[src/rtl/stopwatch_mode_controller.sv]
`default_nettype none
// ============================================================================
//  Module      : stopwatch_mode_controller
//  Description : Debounces the two active-low mode keys, steps a 4-state
//                mode FSM, divides the clock into a 1 s tick and issues one
//                clear/inc/dec command per tick to the external counter.
//  Revision    : 1.0 - initial release
// ============================================================================
module stopwatch_mode_controller #(
  parameter logic [25:0] TICK_INTERVAL   = 26'd49_999_999,
  parameter logic [19:0] DEBOUNCE_CYCLES = 20'd999_999
) (
  input  logic        in_clk,
  input  logic        global_reset,
  input  logic        in_button_up_n,
  input  logic        in_button_down_n,
  input  logic [15:0] in_count_value,
  output logic [1:0]  out_state,
  output logic        out_tick,
  output logic        out_cmd_clear,
  output logic        out_cmd_inc,
  output logic        out_cmd_dec,
  output logic        out_saturated
);

  localparam logic [1:0] c_ST_CLEAR      = 2'b00;
  localparam logic [1:0] c_ST_COUNT_UP   = 2'b01;
  localparam logic [1:0] c_ST_COUNT_DOWN = 2'b10;
  localparam logic [1:0] c_ST_HOLD       = 2'b11;

  // Index 0 is the up key, index 1 the down key.
  logic [1:0]  w_key_n;
  logic [1:0]  w_press;

  logic [1:0]  r_state;
  logic [25:0] r_presc;
  logic        r_tick;
  logic        r_cmd_clear;
  logic        r_cmd_inc;
  logic        r_cmd_dec;
  logic        r_saturated;

  logic        w_go_up;
  logic        w_go_down;
  logic        w_state_change;

  assign w_key_n = {in_button_down_n, in_button_up_n};

  for (genvar gi = 0; gi < 2; gi++) begin : g_button
    logic        r_sync1;
    logic        r_sync2;
    logic        r_level;
    logic        r_level_q;
    logic [19:0] r_db_cnt;
    logic        w_sample;

    // Synchronized key, flipped so that 1 means pressed.
    assign w_sample = ~r_sync2;

    // Synchronize the key and accept a new level only after it has held long enough.
    always_ff @(posedge in_clk) begin
      if (global_reset) begin
        r_sync1   <= 1'b1;
        r_sync2   <= 1'b1;
        r_level   <= 1'b0;
        r_level_q <= 1'b0;
        r_db_cnt  <= '0;
      end else begin
        r_sync1   <= w_key_n[gi];
        r_sync2   <= r_sync1;
        r_level_q <= r_level;
        if (w_sample == r_level) begin
          r_db_cnt <= '0;
        end else if (r_db_cnt == DEBOUNCE_CYCLES) begin
          r_level  <= w_sample;
          r_db_cnt <= '0;
        end else begin
          r_db_cnt <= r_db_cnt + 20'd1;
        end
      end
    end

    // Only the press edge matters; releases are ignored.
    assign w_press[gi] = r_level & ~r_level_q;
  end

  // Simultaneous up and down presses cancel; the ends of the mode range saturate.
  assign w_go_up        = w_press[0] & ~w_press[1] & (r_state != c_ST_HOLD);
  assign w_go_down      = w_press[1] & ~w_press[0] & (r_state != c_ST_CLEAR);
  assign w_state_change = w_go_up | w_go_down;

  // Mode FSM.
  always_ff @(posedge in_clk) begin
    if (global_reset) begin
      r_state <= c_ST_CLEAR;
    end else if (w_go_up) begin
      r_state <= r_state + 2'd1;
    end else if (w_go_down) begin
      r_state <= r_state - 2'd1;
    end
  end

  // Prescaler; a mode change restarts the tick period and suppresses a coincident tick.
  always_ff @(posedge in_clk) begin
    if (global_reset) begin
      r_presc <= '0;
      r_tick  <= 1'b0;
    end else if (w_state_change) begin
      r_presc <= '0;
      r_tick  <= 1'b0;
    end else if (r_presc == TICK_INTERVAL) begin
      r_presc <= '0;
      r_tick  <= 1'b1;
    end else begin
      r_presc <= r_presc + 26'd1;
      r_tick  <= 1'b0;
    end
  end

  // One command per tick, chosen from the mode held during the tick cycle.
  always_ff @(posedge in_clk) begin
    if (global_reset) begin
      r_cmd_clear <= 1'b0;
      r_cmd_inc   <= 1'b0;
      r_cmd_dec   <= 1'b0;
      r_saturated <= 1'b0;
    end else begin
      r_cmd_clear <= 1'b0;
      r_cmd_inc   <= 1'b0;
      r_cmd_dec   <= 1'b0;
      if (r_tick) begin
        case (r_state)
          c_ST_CLEAR: begin
            r_cmd_clear <= 1'b1;
            r_saturated <= 1'b0;
          end
          c_ST_COUNT_UP: begin
            if (in_count_value != 16'hFFFF) begin
              r_cmd_inc   <= 1'b1;
              r_saturated <= 1'b0;
            end else begin
              r_saturated <= 1'b1;
            end
          end
          c_ST_COUNT_DOWN: begin
            if (in_count_value != 16'h0000) begin
              r_cmd_dec   <= 1'b1;
              r_saturated <= 1'b0;
            end else begin
              r_saturated <= 1'b1;
            end
          end
          default: begin
            r_cmd_clear <= 1'b0;
          end
        endcase
      end
      // A mode change starts afresh, so any earlier blocked command is forgotten.
      if (w_state_change) begin
        r_saturated <= 1'b0;
      end
    end
  end

  assign out_state     = r_state;
  assign out_tick      = r_tick;
  assign out_cmd_clear = r_cmd_clear;
  assign out_cmd_inc   = r_cmd_inc;
  assign out_cmd_dec   = r_cmd_dec;
  assign out_saturated = r_saturated;

endmodule
`default_nettype wire

[config.mk]
export PLATFORM = sky130hd
export DESIGN_NAME = stopwatch_mode_controller
export DESIGN_NICKNAME = d
export VERILOG_FILES = /design/src/rtl/stopwatch_mode_controller.sv
export SDC_FILE = /design/constraint.sdc
export NUM_CORES = 1
export LEC_CHECK = 0
export CAP_MARGIN = 30
export CORE_UTILIZATION = 49
export CTS_CLUSTER_DIAMETER = 200
export DETAILED_ROUTE_END_ITERATION = 8
export HOLD_SLACK_MARGIN = 0.02
export PLACE_DENSITY = 0.68
export REMOVE_ABC_BUFFERS = 1
export SLEW_MARGIN = 20
export SYNTH_ARGS = -nofsm -noshare
export SYNTH_HDL_FRONTEND = slang
export SYNTH_SLANG_ARGS = --single-unit
export TNS_END_PERCENT = 50
[constraint.sdc]
create_clock -name in_clk -period 4.69 [get_ports in_clk]
set_input_delay 0.938 -clock in_clk [delete_from_list [all_inputs] [get_ports in_clk]]
set_output_delay 0.938 -clock in_clk [all_outputs]
set_load 0.005 [all_outputs]
# Word-level counts from Yosys, hierarchy flattened
# Cells that the tools add are included.
# totals
out_inout_bits,7
regBits,81
# classes
bitwise_logic,18
addsub,5
muxes,9
eq_ne,9
n_reduce_logical,15
# op_table
op,count
"20-bit by 1-bit adder with 20-bit output, second input constant",2
"20-bit equality test, second input constant",2
"26-bit by 1-bit adder with 26-bit output, second input constant",1
"26-bit equality test, second input constant",1
"16-bit inequality test, second input constant",1
16-bit nonzero test,1
3-bit OR reduction,5
1-bit inverter,11
1-bit AND,6
1-bit 2-to-1 mux,6
2-bit AND reduction,3
2-bit 2-to-1 mux,2
2-bit nonzero test,2
2-bit OR reduction,2
1-bit case mux with 3 select lines,1
3-bit nonzero test,1
"2-bit by 1-bit adder with 2-bit output, second input constant",1
1-bit equality test,2
"2-bit by 1-bit equality test with 1-bit output, second input constant",1
"2-bit equality test, second input constant",1
2-bit logical NOT,1
"2-bit inequality test, second input constant",1
"2-bit by 1-bit subtractor with 2-bit output, second input constant",1
1-bit OR,1

# Longest topological paths before layout
# Gate-level depths: netlist of run 1.
# depth
ltp_word,7
mapped_depth,7
mapped_depth_nobuf,5

# Worst setup path after synthesis of run 1
# No wires, ideal clock.
# synth_timing
path_type,reg2reg
startpoint,reg r_presc[0]
endpoint,reg r_presc[2]
setup_ns,0.133
setup_slack_ns,2.678
arrival_ns,1.878
stages_incl_launch_ff,8
cell_sequence,dfxtp_1 > ha_1 > and3_1 > buf_2 > nand3_1 > nor3_1 > clkbuf_1 > nor3_1
# synth_via
elab_chain_cells,2
elab_cells_between_ends,3
cone_classes,add/sub: 1; eq/ne: 1; reduce/logical: 1
# synth_rtl
item,line_no,text
from (decl),36,logic [25:0] r_presc;
from (signal assigned),115,r_presc <= r_presc + 26'd1;
"parallel branches: the longest is 2 deep, another holds 26-bit by 1-bit adder with 26-bit output",--,
# Parallel ways; which one is timed is not known.
# A chain may end at the register's enable or synchronous reset.

# Worst setup path after layout of run 1
# layout_timing
startpoint,in global_reset
endpoint,reg r_presc[17]
# layout_via
elab_chain_cells,1
# layout_rtl
item,line_no,text
from (decl),14,"input logic global_reset,"
3-bit OR reduction (no source line),--,
# Every way passes these cells.

==> results.json, run 1 <==
{
  "outcome": "finished, final reports clean",
  "postRouteWirelength_um": 7250,
  "rows": 31,
  "multiInputGateArea_um2": 2040,
  "async_reset_ff_frac": 0,
  "ys_seq_elements": 81,
  "fill_cells": 665,
  "cts_setup_buffers": 0,
  "fin_worst_skew_ns": 0.0115,
  "finalSetupViolCount": 0,
  "seqCellArea_um2": 1620,
  "tritoncts": "done",
  "firstDrtPassIters": 4,
  "dp.cells": 533,
  "yosysUniqueCellTypes": 46,
  "postCtsHoldBufs": 0,
  "max-cap-violations": 0,
  "clockPowerShare": 0.435,
  "boundaryPins": 27,
  "syn_area_um2": 3760,
  "seq_power_share": 0.537,
  "cts_max_path_buffers": 2,
  "p_comb_frac": 0.028,
  "power.internal_w": 0.00104,
  "initial_core_util": 0.513,
  "switching_share": 0.194,
  "synth_edf_count": 0,
  "crit_fanout": 17,
  "finalHoldViolations": 0,
  "period_share": 0.525,
  "critPathLaunchType": "input port",
  "io_buffers": 26,
  "htreeDepth": 3,
  "fin_cells": 549,
  "synthToLayoutAreaGrowth_pct": 15.2,
  "fin_util": 0.591,
  "drv_slew": 0,
  "grt_pass1_vias": 2635,
  "rsz0062_at_grt": "false",
  "syn_area_per_cell_um2": 8.93,
  "cts.sink_count": 81,
  "wl_per_cell_um": 13.2,
  "via_count": 3118,
  "drt_iter0_markers": 128,
  "synth-main-ff-cell": "dfxtp_1",
  "clock_latency_ns": 0.34,
  "cp.required_ns": 4.95,
  "nNetsFinal": 472,
  "coreArea_um2": 7330,
  "crit_path_end_kind": "register",
  "syn_inst": 421,
  "grt_pass1_wl_um": 12100,
  "cp.arrival_ns": 2.72,
  "drive_above_1_share": 0.0667,
  "die_w_um": 89.6,
  "ctsResizeCount": 0,
  "yosysSeqAreaShare": 0.431,
  "p_leak_nw": 1.35,
  "grt_max_degree": 21,
  "clock_tree.root_cell": "clkbuf_8",
  "setup_tns_ns": 0,
  "clk_pin_slew_ns": 0.08,
  "hold_path.class": "register to register",
  "grt.overflow.total": 0,
  "cts-buffers-inserted": 9,
  "slew-limit-headroom": 0.464,
  "antennaDiodeCount": 0,
  "vdd_ir_drop_max_uv": 156,
  "tightest_slew_ns": 0.800,
  "grt_usage": 0.193,
  "die-area_um2": 8030,
  "viasPerCell": 5.68,
  "clock.fmax_mhz": 406,
  "ant_nets": 0,
  "post-route-drc-count": 0,
  "die_h_um": 89.6,
  "worstSetupPathType": "input port to register",
  "yosys_warnings": 0,
  "min_period_ns": 2.46,
  "hpwl_um": 4980,
  "place.gp.congestion": 0.748,
  "p_sw_w": 0.000252,
  "fin_hold_ws_ns": 0.415,
  "antenna_found_initial": 0,
  "power_density_nw_per_um2": 299
}
==> through the flow <==
| stage | cell area, um^2 | worst slack, ns | total power, W |
|---|---|---|---|
| floorplan | 3690 | 1.96 | 0.000722 |
| CTS | 4330 | 2.23 | 0.00131 |
| global route | 4330 | 2.08 | 0.00135 |
| detailed placement | 4110 | 1.86 | 0.000747 |
| global placement | 4090 | 1.54 | 0.000745 |
| finish | 4330 | 2.23 | 0.00129 |
==> worst paths after layout <==
check | startpoint | cells past startpoint | slack (ns) | end
setup / recovery | global_reset | 4 | 2.23 | r_presc[17]
hold / removal | g_button[1].r_sync1 | 1 | 0.41 | g_button[1].r_sync2
setup reg to reg | r_presc[0] | 6 | 2.37 | r_presc[16]
hold reg to reg | g_button[1].r_sync1 | 1 | 0.41 | g_button[1].r_sync2
==> cell usage after synthesis (2+ instances only) <==
cell type | instances | share of area
nand3b_1 | 3 | 0.0060
and2_1 | 6 | 0.010
nor2b_1 | 4 | 0.0067
or3_2 | 2 | 0.0040
or3_1 | 12 | 0.020
xnor2_1 | 14 | 0.033
or4_4 | 2 | 0.0060
nor3b_1 | 3 | 0.0060
nor3_1 | 23 | 0.031
o21ai_0 | 14 | 0.019
and4b_1 | 2 | 0.0053
and3_1 | 10 | 0.017
xor2_1 | 27 | 0.063
nor2_1 | 32 | 0.032
nand4_1 | 24 | 0.040
and4_1 | 10 | 0.023
a211oi_1 | 9 | 0.018
dfxtp_1 | 81 | 0.43
o31ai_1 | 8 | 0.016
nor4_1 | 11 | 0.018
buf_2 | 2 | 0.0027
inv_1 | 9 | 0.0090
a21oi_1 | 14 | 0.019
or4_1 | 11 | 0.022
or2_2 | 4 | 0.0067
nand3_1 | 26 | 0.035
clkbuf_1 | 13 | 0.013
ha_1 | 7 | 0.023
nand2_1 | 21 | 0.021
==> flip-flops by register name (all words and copies together) (netlist names), 2 cells and up <==
name,cells
g_button.r_level,2
g_button.r_sync2,2
g_button.r_db_cnt,40
g_button.r_sync1,2
g_button.r_level_q,2
r_presc,26
out_state,2
==> critical path, stage by stage <==
cell,delay [ns]
clkdlybuf4s50_1,0.66
nand3b_1,0.60
buf_8,0.32
a211oi_1,0.20
==> power by group through the flow <==
stage          Combinational [W]  Sequential (W)  Clock [W]
5_1_grt                0.0000398        0.000696   0.000609
3_5_place_dp           0.0000360        0.000711          0
4_1_cts                0.0000362        0.000695   0.000584
6_report               0.0000358        0.000695   0.000563
2_1_floorplan          0.0000118        0.000711          0
3_3_place_gp           0.0000338        0.000711          0
==> area by class of cell <==
| class | instances | share of cell area |
|---|---|---|
| multi-input cells | 315 | 0.471 |
| clock inverters | 2 | 0.0139 |
| flip-flops and latches | 81 | 0.374 |
| clock buffers | 14 | 0.0376 |
| well taps | 99 | 0.0286 |
| inverters | 9 | 0.00780 |
| repair buffers | 29 | 0.0670 |
==> layout by cell type, fill, tap and decap left out, types with 7 or more instances in the layout <==
master,count
nand2_1,21
xnor2_1,14
a21oi_1,14
inv_1,9
nor2_1,32
ha_1,7
dfxtp_1,81
o21ai_0,14
nor3_1,22
and4_1,10
nand4_1,24
clkdlybuf4s50_1,26
nand3_1,26
or4_1,11
xor2_1,27
a211oi_1,9
or3_1,12
o31ai_1,8
clkbuf_8,11
nor4_1,11
and3_1,10
==> logic make-up after synthesis <==
family                     count (synthesis)  share of synthesized area
DFF                                       81                      0.431
buffers and inverters                     25                     0.0276
xor gates and xnor gates                  41                     0.0955
and+or+nand+nor                          214                      0.332
adders and majority gates                  7                     0.0233
AOI/OAI and AO/OA                         53                     0.0899
==> layer usage <==
layer  global-route usage  share of wire
met1                0.266           0.50
met2                0.297           0.44
met3               0.0558          0.050
met4               0.0476         0.0068
met5                    0              0
No activity file was read; power rests on OpenSTA's default activity.
==> run 2: changes to the inputs <==
==> constraint.sdc (replaced) <==
create_clock -name in_clk -period 2.45 [get_ports in_clk]
set_input_delay 0.49 -clock in_clk [delete_from_list [all_inputs] [get_ports in_clk]]
set_output_delay 0.49 -clock in_clk [all_outputs]
set_load 0.005 [all_outputs]
==> run 2 against run 1 <==
Sequential cell count unchanged. Combinational power grew 94%. Cell count is 0.73% higher. Clock power increased by 95%. Via count increased by 0.80%. Count of clock-buffer cells in the layout is 4 lower. Setup slack worse by 1.8 ns. Power is 93% higher. Non-clock buffer count increased by 4. Die area stayed put. Critical path type is now register to register. Register-to-register slack worse by 2.0 ns.
==> results.json, run 2 (synthesis results as in run 1) <==
{
  "tightest_slew_ns": 0.365,
  "period_share": 0.834,
  "grt_usage": 0.203,
  "max-cap-violations": 0,
  "clk_pin_slew_ns": 0.08,
  "top_register": "g_button.r_db_cnt",
  "finalSetupViolCount": 0,
  "fin_worst_skew_ns": 0.00827,
  "ctsResizeCount": 0,
  "drive_above_1_share": 0.0815,
  "die_h_um": 89.6,
  "finalHoldViolations": 0,
  "cts_max_path_buffers": 2,
  "drv_slew": 0,
  "cp.required_ns": 2.72,
  "crit_end": "r_presc[25]",
  "slew-limit-headroom": 0.756,
  "clock_tree.root_cell": "clkbuf_8",
  "wl_per_cell_um": 13.3,
  "cts.sink_count": 81,
  "die_w_um": 89.6,
  "vdd_ir_drop_max_uv": 425,
  "reg2reg_to": "r_presc[25]",
  "crit_fanout": 14,
  "antenna_found_initial": 0,
  "seqCellArea_um2": 1620,
  "setup_tns_ns": 0,
  "crit_path_end_kind": "register",
  "cp.arrival_ns": 2.32,
  "coreArea_um2": 7330,
  "multiInputGateArea_um2": 2040,
  "grt_pass1_wl_um": 12600,
  "rrSetupSlack_ns": 0.41,
  "met3WireLength_um": 432,
  "post-route-drc-count": 0,
  "grt_pass1_vias": 2866,
  "ant_nets": 0,
  "grt_max_degree": 28,
  "power_density_nw_per_um2": 574,
  "postRouteWirelength_um": 7350,
  "drt_iter0_markers": 139,
  "htreeDepth": 3,
  "fin_util": 0.595,
  "layout_common_cells": "dfxtp_1, nor2_1, xor2_1",
  "final_common_cell": "dfxtp_1",
  "r2r-start": "r_presc[11]",
  "via_count": 3143,
  "top_regs": "g_button.r_db_cnt: 40 flops, r_presc: 26 flops",
  "p_leak_nw": 1.37,
  "boundaryPins": 27,
  "met1Wirelength_um": 3610,
  "postCtsHoldBufs": 0,
  "startpoint": "r_presc[11]",
  "viasPerCell": 5.68,
  "min_period_ns": 2.04,
  "antennaDiodeCount": 0,
  "initial_core_util": 0.513,
  "rsz0062_at_grt": "false",
  "critPathLaunchType": "register",
  "nNetsFinal": 476,
  "firstDrtPassIters": 4,
  "io_buffers": 26,
  "cts-buffers-inserted": 9,
  "hpwl_um": 5050,
  "met2_length_um": 3210,
  "grt.overflow.total": 0,
  "cts_setup_buffers": 0,
  "clock_latency_ns": 0.36,
  "top_layer": "met4",
  "hold_path.class": "register to register",
  "fill_cells": 639,
  "rows": 31,
  "outcome": "finished, final reports clean",
  "largest_reg_flops": 40,
  "reg2reg_depth": 4,
  "worstSetupPathType": "register to register",
  "die-area_um2": 8030,
  "place.gp.congestion": 0.800,
  "clock.fmax_mhz": 489,
  "synthToLayoutAreaGrowth_pct": 15.9,
  "tritoncts": "done"
}
run 2: cell types whose count changed in the layout (fill, tap and decap cells not counted), sizes merged:
cell	previous run	this run
buf	3	7
clkbuf	14	10
clkinv	0	2
clkinvlp	0	1
inv	9	10
run 2: where the power goes:
group          switching [W]  internal [W]  leakage [nW]  total [W]
logic              0.0000294     0.0000400         0.599  0.0000694
clock network       0.000496      0.000605         0.113    0.00110
registers         0.00000704       0.00132         0.654    0.00133
run 2: worst min path at each step:
stage / depth (start not counted) / end / slack (ns) / from
2_1_floorplan: 1 / g_button[0].r_sync2 / 0.39 / g_button[0].r_sync1
3_3_place_gp: 1 / g_button[1].r_sync2 / 0.39 / g_button[1].r_sync1
3_5_place_dp: 1 / g_button[1].r_sync2 / 0.39 / g_button[1].r_sync1
4_1_cts: 1 / g_button[1].r_sync2 / 0.41 / g_button[1].r_sync1
5_1_grt: 1 / g_button[1].r_sync2 / 0.43 / g_button[1].r_sync1
6_report: 1 / g_button[1].r_sync2 / 0.41 / g_button[1].r_sync1
run 2: through the flow:
| step | hold slack (ns) | setup WS [ns] | power, W | area, um^2 | std cells |
|---|---|---|---|---|---|
| final | 0.413 | 0.406 | 0.00250 | 4360 | 553 |
| after global routing | 0.434 | 0.291 | 0.00261 | 4360 | 553 |
| after CTS | 0.414 | 0.403 | 0.00254 | 4360 | 553 |
| after detailed placement | 0.393 | 0.400 | 0.00143 | 4130 | 537 |
| after global placement | 0.394 | 0.463 | 0.00143 | 4130 | 537 |
| after floorplan | 0.389 | -0.276 | 0.00138 | 3690 | 405 |
run 2: per-layer routing:
layer,vias to the layer above,global-route usage
li1,1607,-
met4,0,0.0707
met3,7,0.0631
met2,66,0.322
met1,1463,0.261
met5,-,0
run 2: final cells by class:
cell class,count,share of cell area
multi-input cells,315,0.468
clock inverters,6,0.0207
inverters,9,0.00775
repair buffers,33,0.0718
well taps,99,0.0284
flip-flops and latches,81,0.372
clock buffers,10,0.0316
run 2: critical path, stage by stage, from the launching register on:
cell and delay [ns]:
dfxtp_1 0.45, nand3_2 0.16, or4_4 0.59, or4_1 0.53, a211oi_1 0.24
==> run 3: changes to the inputs <==
==> constraint.sdc (replaced) <==
create_clock -name in_clk -period 1.9 [get_ports in_clk]
set_input_delay 0.38 -clock in_clk [delete_from_list [all_inputs] [get_ports in_clk]]
set_output_delay 0.38 -clock in_clk [all_outputs]
set_load 0.005 [all_outputs]
==> run 3 against run 2 <==
Sequential share of layout area down 2.5 points. Critical endpoint unchanged. Sequential cell count unchanged. Sequential power up 29%. Largest cell class unchanged. Largest power group unchanged. Routed wire length up 7.4%.
==> results.json, run 3 (synthesis results as in run 1) <==
{
  "outcome": "finished, final reports clean",
  "p_leak_nw": 1.57,
  "seq_power_share": 0.557,
  "drt_iter0_markers": 128,
  "hold_path.class": "register to register",
  "power.internal_w": 0.00241,
  "die-area_um2": 8030,
  "firstDrtPassIters": 4,
  "critPathLaunchType": "register",
  "min_period_ns": 1.88,
  "initial_core_util": 0.513,
  "cpMaxStageDelayCell": "or4_4",
  "boundaryPins": 27,
  "drive_above_1_share": 0.201,
  "switching_share": 0.218,
  "r2r-start": "r_presc[8]",
  "cts_max_path_buffers": 2,
  "max-cap-violations": 0,
  "setup_tns_ns": 0,
  "top_register": "g_button.r_db_cnt",
  "place_area_um2": 4430,
  "largest_reg_flops": 40,
  "rsz0062_at_grt": "true",
  "fill_cells": 605,
  "place.gp.congestion": 0.801,
  "io_buffers": 26,
  "layout_common_cells": "dfxtp_1, buf_4, nor2_1",
  "clk_pin_slew_ns": 0.09,
  "crit_fanout": 6,
  "ant_nets": 0,
  "seqCellArea_um2": 1630,
  "grt_max_degree": 28,
  "p_sw_w": 0.000672,
  "cp.arrival_ns": 2.16,
  "crit_end": "r_presc[25]",
  "hpwl_um": 5600,
  "top_layer": "met4",
  "clock.fmax_mhz": 531,
  "slew-limit-headroom": 0.756,
  "top_regs": "g_button.r_db_cnt: 40 flops, r_presc: 26 flops",
  "grt_usage": 0.214,
  "vdd_ir_drop_max_uv": 383,
  "nNetsFinal": 515,
  "clockPowerShare": 0.411,
  "cts.sink_count": 81,
  "die_h_um": 89.6,
  "antenna_found_initial": 0,
  "startpoint": "r_presc[8]",
  "grt_pass1_wl_um": 13200,
  "postRouteWirelength_um": 7890,
  "rows": 31,
  "reg2reg_depth": 4,
  "max_stage_delay_ns": 0.58,
  "finalHoldViolations": 0,
  "grt_pass1_vias": 2978,
  "fin_worst_skew_ns": 0.0104,
  "final_area_um2": 4710,
  "htreeDepth": 3,
  "rrSetupSlack_ns": 0.02,
  "crit_chain": "nand4_4, or4_4, or4_1, a211oi_2",
  "power_density_nw_per_um2": 654,
  "tritoncts": "done",
  "viasPerCell": 5.61,
  "period_share": 0.991,
  "postCtsHoldBufs": 0,
  "met1Wirelength_um": 3920,
  "antennaDiodeCount": 0,
  "via_count": 3324,
  "drv_slew": 0,
  "cp.required_ns": 2.18,
  "synthToLayoutAreaGrowth_pct": 25.4,
  "wl_per_cell_um": 13.3,
  "coreArea_um2": 7330,
  "cts-buffers-inserted": 9,
  "met2_length_um": 3450,
  "grt.overflow.total": 0,
  "clock_tree.root_cell": "clkbuf_8",
  "tightest_slew_ns": 0.363,
  "multiInputGateArea_um2": 2100,
  "clock_latency_ns": 0.35,
  "p_comb_frac": 0.032,
  "post-route-drc-count": 0,
  "met3WireLength_um": 405,
  "crit_path_end_kind": "register",
  "die_w_um": 89.6,
  "final_common_cell": "dfxtp_1",
  "worstSetupPathType": "register to register",
  "finalSetupViolCount": 0,
  "reg2reg_to": "r_presc[25]"
}
## run 3: timing repair
item | 4_1_cts | 5_1_grt
endpoints found under the hold margin | 0 | 0
resized for setup | 5 | 19
gates cloned | 1 | 0
setup buffers | 2 | 0
endpoints found under the setup margin | 2 | 30
pin swaps | 1 | 0
## run 3: power groups by stage
stage / sequential [W] / combinational (W) / clock (W)
3_5_place_dp: 0.00176 / 0.0000969 / 0
6_report: 0.00172 / 0.0000980 / 0.00127
4_1_cts: 0.00172 / 0.0000971 / 0.00131
5_1_grt: 0.00172 / 0.000110 / 0.00137
2_1_floorplan: 0.00175 / 0.0000292 / 0
3_3_place_gp: 0.00176 / 0.0000957 / 0
## run 3: layer usage
metal,up-vias,track usage
met4,0,0.0750
met1,1550,0.284
met5,-,0
met2,70,0.339
met3,10,0.0548
li1,1694,-
## run 3: final cells by class
| cell class | instances | share of cell area |
|---|---|---|
| Tap cell | 99 | 0.0263 |
| Clock buffer | 10 | 0.0292 |
| Sequential cell | 81 | 0.347 |
| Timing Repair Buffer | 71 | 0.132 |
| Inverter | 9 | 0.00717 |
| Multi-Input combinational cell | 316 | 0.445 |
| Clock inverter | 6 | 0.0138 |
## run 3: critical path, delay by kind of cell, from the launching register on
kind	cells	cell delay, ns
and+or+nand+nor	3	1.24
AOI/OAI and AO/OA	1	0.22
DFF	1	0.36
## run 3: through the flow
step | power [W] | std cells | worst slack [ns] | utilization | hold WS (ns)
final | 0.00308 | 592 | 0.0167 | 0.643 | 0.419
after global routing | 0.00319 | 592 | -0.0475 | 0.643 | 0.426
after CTS | 0.00312 | 592 | 0.00365 | 0.636 | 0.422
after detailed placement | 0.00185 | 573 | -0.0117 | 0.604 | 0.397
after global placement | 0.00185 | 573 | 0.0276 | 0.604 | 0.393
after floorplan | 0.00178 | 405 | -0.826 | - | 0.389
## run 3: worst min-delay path by stage
stage                         from                   to  slack (ns)  depth (start not counted)
2_1_floorplan  g_button[0].r_sync1  g_button[0].r_sync2        0.39                          1
3_3_place_gp   g_button[1].r_sync1  g_button[1].r_sync2        0.39                          1
3_5_place_dp   g_button[1].r_sync1  g_button[1].r_sync2        0.40                          1
4_1_cts        g_button[1].r_sync1  g_button[1].r_sync2        0.42                          1
5_1_grt        g_button[1].r_sync1  g_button[1].r_sync2        0.43                          1
6_report       g_button[1].r_sync1  g_button[1].r_sync2        0.42                          1
